## config.mk

```make
export PLATFORM = sky130hd
export DESIGN_NAME = store_buffer
export DESIGN_NICKNAME = d
export VERILOG_FILES = /design/src/rtl/store_buffer.sv
export SDC_FILE = /design/constraint.sdc
export NUM_CORES = 1
export LEC_CHECK = 0
export BUFFER_PORTS_ARGS = -buffer_cell sky130_fd_sc_hd__buf_2
export CORE_MARGIN = 1
export CORE_UTILIZATION = 25
export CTS_CLUSTER_SIZE = 28
export DETAILED_ROUTE_END_ITERATION = 8
export GPL_ROUTABILITY_DRIVEN = 0
export GPL_TIMING_DRIVEN = 0
export MAX_ROUTING_LAYER = met4
export PLACE_DENSITY = 0.52
export SYNTH_ARGS = -nofsm -noshare
export SYNTH_HDL_FRONTEND = slang
export SYNTH_SLANG_ARGS = --single-unit
```

## constraint.sdc

```tcl
create_clock -name clk -period 3.19 [get_ports clk]
set_clock_uncertainty 0.1 [all_clocks]
set_input_delay 0.957 -clock clk [delete_from_list [all_inputs] [get_ports clk]]
set_output_delay 0.957 -clock clk [all_outputs]
set_load 0.02 [all_outputs]
```

## src/rtl/store_buffer.sv

```systemverilog
// Posted store buffer: in-order drain to a handshaked memory write port.
// Optional load forwarding from pending entries when STORE_FWD_EN is defined.
module store_buffer #(
    parameter int DEPTH = 4,
    parameter int WORD  = 32
) (
    input  logic            clk,
    input  logic            rst,
    input  logic [WORD-1:0] addr,
    input  logic [WORD-1:0] writeData,
    input  logic            memWrite,
    input  logic            finish,
    output logic [WORD-1:0] readData,
    output logic            stall,
    output logic            drained,
    output logic [WORD-1:0] mem_addr,
    output logic [WORD-1:0] mem_wdata,
    output logic            mem_we,
    input  logic            mem_ready,
    output logic [WORD-1:0] mem_raddr,
    input  logic [WORD-1:0] mem_rdata
);

    localparam int PW = $clog2(DEPTH);
    localparam int CW = PW + 1;
    localparam logic [CW-1:0] FULL = CW'(DEPTH);

    logic [WORD-1:0] r_addr [DEPTH];
    logic [WORD-1:0] r_data [DEPTH];
    logic [PW-1:0]   r_head;
    logic [PW-1:0]   r_tail;
    logic [CW-1:0]   r_count;
    logic            r_finish_seen;

    logic w_push;
    logic w_pop;

    // Conservative: a same-cycle pop does not free a slot for the push.
    assign stall     = memWrite && (r_count == FULL);
    assign w_push    = memWrite && !stall;
    assign mem_we    = (r_count != '0);
    assign w_pop     = mem_we && mem_ready;
    assign mem_addr  = r_addr[r_head];
    assign mem_wdata = r_data[r_head];
    assign mem_raddr = addr;
    assign drained   = r_finish_seen && (r_count == '0);

    always_ff @(posedge clk) begin
        if (rst) begin
            r_head        <= '0;
            r_tail        <= '0;
            r_count       <= '0;
            r_finish_seen <= 1'b0;
        end else begin
            if (w_push) begin
                r_tail <= r_tail + 1'b1;
            end
            if (w_pop) begin
                r_head <= r_head + 1'b1;
            end
            case ({w_push, w_pop})
                2'b10:   r_count <= r_count + 1'b1;
                2'b01:   r_count <= r_count - 1'b1;
                default: r_count <= r_count;
            endcase
            if (finish) begin
                r_finish_seen <= 1'b1;
            end
        end
    end

    // Entry storage needs no reset; validity comes from the count.
    always_ff @(posedge clk) begin
        if (w_push) begin
            r_addr[r_tail] <= addr;
            r_data[r_tail] <= writeData;
        end
    end

`ifdef STORE_FWD_EN
    logic            w_fwd_hit;
    logic [WORD-1:0] w_fwd_data;

    // Scan oldest to youngest so the youngest match wins.
    always_comb begin
        logic [PW-1:0] idx;
        w_fwd_hit  = 1'b0;
        w_fwd_data = '0;
        idx        = '0;
        for (int i = 0; i < DEPTH; i++) begin
            idx = r_head + PW'(i);
            if ((CW'(i) < r_count) && (r_addr[idx] == addr)) begin
                w_fwd_hit  = 1'b1;
                w_fwd_data = r_data[idx];
            end
        end
    end

    assign readData = w_fwd_hit ? w_fwd_data : mem_rdata;
`else
    assign readData = mem_rdata;
`endif

endmodule

```

==> flow_summary.ini <==
[status]
status = completed

[clock_network]
worstSkewPairLatency_ns = 0.54
cts_tree = built
cts-root-buf = clkbuf_16
clkSlewWorstSetupHoldPaths_ns = 0.06
clk_path_buf_depth = 3
numCtsBuffers = 29
htreeDepth = 1
clock_sinks = 266

[timing]
report.final.slew_viol_count = 0
rsz0062_at_grt = no
setup_viol = 0
fmax_ghz = 0.326
fin_crit_ns = 3.07
hold_viol = 0
timing.final.crit_share = 0.962
hold_ws_ns = 0.389
worst-slew-pin-transition_ns = 0.519
timing.final.ws_setup_ns = 0.120
max_slew_margin = 0.654
finalSetupTns_ns = 0

[drt]
via_count = 4959
wl_per_cell_um = 16.7
viasPerCell = 3.98
drc = 0
firstDrtPassIters = 4
ant_nets = 0
first_iter_violations = 140
postRouteWirelength_um = 20800

[logic_synthesis]
yosysSeqAreaShare = 0.765
syn_inst = 457
synth_largest_area_cell = edfxtp_1
synthArstFlopShare = 0
ys_types = 27
ys_ff_latch = 266
ys_top_cells_by_count = edfxtp_1 (256), buf_4 (64), mux4_2 (60), dfxtp_1 (10), nor2_1 (10)
synth_edf_count = 256
yosysMostFrequentCell = edfxtp_1
ys.flop_type = edfxtp_1
syn_area_um2 = 10300
mappedNetlistNets = 564
synth_area_leaders = edfxtp_1 (75%), mux4_2 (13%), buf_4 (4.7%)
postSynthAreaPerCell_um2 = 22.6
yosys_warnings = 0
synth_top_area_frac = 0.746

[finish]
final_util = 0.320
area_growth_pct = 26.5
nets = 799
instances_no_fill = 1245
design_area_um2 = 13000
antennaDiodeCount = 0
drive_gt1_frac = 0.548

[placement]
dp_hpwl_um = 12900
place.port_buffers = 199
pre_cts_ws_ns = 0.432
dpl_cell_area_um2 = 12100
placed_cells = 1192

[global_route]
track_usage = 0.100
use_met1 = 0.125
grt_max_degree = 43
first_global_vias = 5094
gr-max-usage-layer = met2
grt_pass1_wl_um = 30300
grt_use_met3 = 0.0185
gr-total-overflow = 0
grt_antenna_before_repair = 0
met2_usage = 0.161

[pwr]
switching_share = 0.287
ir_drop_v = 0.000357
p_leak_nw = 4.61
power_density_nw_per_um2 = 787
combPwrFrac = 0.273
finalPower_mw = 10.3
p_clk_frac = 0.308
p_switching_mw = 2.94
p_int_mw = 7.32
pwr-share-seq = 0.419

[worst_setup_path]
cpMostUsedCell = buf_12
max_stage_delay_ns = 0.56
end_kind = primary output
crit_type = flip-flop to primary output
worst-path-buf-inv = 3
critPathLaunchType = flip-flop
critPathMaxFanout = 10
cp.required_ns = 2.13
path_cells = buf_12, buf_12, mux4_2, buf_2
path_delay_family = multiplexers
slowest_stage = mux4_2
arrival_ns = 2.01

[die]
die-area_um2 = 42000
die_x_um = 205
die_h_um = 205
initial_core_util = 0.253
rows = 74
boundaryPins = 232
core_um2 = 40700

[run]
maxCapViolations = 0

[hold_path]
hold_path.class = flip-flop to flip-flop
==> layout by cell type, fill, tap and decap left out, types with 5 or more instances in the layout <==
cell type	n
buf_12	7
buf_2	199
buf_4	66
clkbuf_1	8
clkbuf_16	29
clkbuf_4	6
clkbuf_8	5
dfxtp_1	10
edfxtp_1	256
ha_1	5
inv_1	8
mux4_2	60
nor2_1	10
==> worst min-delay path: stages (launching register included) <==
cell,delay (ns)
dfxtp_1,0.33
nor2_1,0.05
nor2_1,0.07
==> power groups by stage <==
| stage | sequential, mW | combinational, mW | clock [mW] |
|---|---|---|---|
| CTS | 4.30 | 2.88 | 3.27 |
| floorplan | 4.35 | 1.96 | 0 |
| global route | 4.33 | 3.04 | 3.40 |
| global placement | 4.38 | 2.81 | 0 |
| detailed placement | 4.37 | 2.87 | 0 |
| finish | 4.29 | 2.80 | 3.16 |
==> path summary, 6_finish.rpt <==
kind / slack, ns / start / cells past startpoint / endpoint
worst max-delay path: 0.12 / flip-flop / 4 / mem_addr[11]
worst min-delay path: 0.39 / r_finish_seen$_SDFFE_PP0P_ / 2 / r_finish_seen$_SDFFE_PP0P_
worst max register to register: 1.04 / r_count[1]$_SDFFE_PP0P_ / 9 / r_count[2]$_SDFFE_PP0P_
worst min register to register: 0.39 / r_finish_seen$_SDFFE_PP0P_ / 2 / r_finish_seen$_SDFFE_PP0P_
==> flip-flops by register name, indices dropped and copies added (netlist names), named ones only <==
| register | count |
|---|---|
| r_tail | 2 |
| r_count | 3 |
| r_finish_seen | 1 |
| r_head | 2 |
| r_data | 128 |
| r_addr | 128 |
==> routing by layer <==
layer	vias up	wire length, µm
met5	-	0
met2	147	10200
met3	26	1080
li1	2256	-
met1	2530	9160
met4	0	412
==> repair_timing <==
item / CTS / global route
cloned: 0 / 0
gates resized for setup: 2 / 8
setup endpoints to repair: 57 / 52
hold buffers: 0 / 0
buffers inserted: 0 / 1
==> logic make-up after synthesis <==
| kind of cell | count (synthesis) | share of synthesized area |
|---|---|---|
| flip-flops | 266 | 0.765 |
| buffers and inverters | 87 | 0.0660 |
| multiplexers | 66 | 0.143 |
| AND/OR/NAND/NOR | 22 | 0.0106 |
| AO/OA/AOI/OAI | 7 | 0.00425 |
| adder cells (fa/ha/maj) | 6 | 0.00801 |
| XOR/XNOR | 3 | 0.00255 |
==> final cells by class <==
| class | instances | area, µm² |
|---|---|---|
| timing repair buffer | 204 | 1110 |
| clock inverter | 11 | 91.3 |
| clock buffer | 41 | 821 |
| inverter | 8 | 30.0 |
| tap | 532 | 666 |
| buffer | 79 | 677 |
| sequential | 266 | 7890 |
| multi-input combinational | 104 | 1750 |
| fill | 3982 | 27700 |
Power figures use the tool's default switching activity.
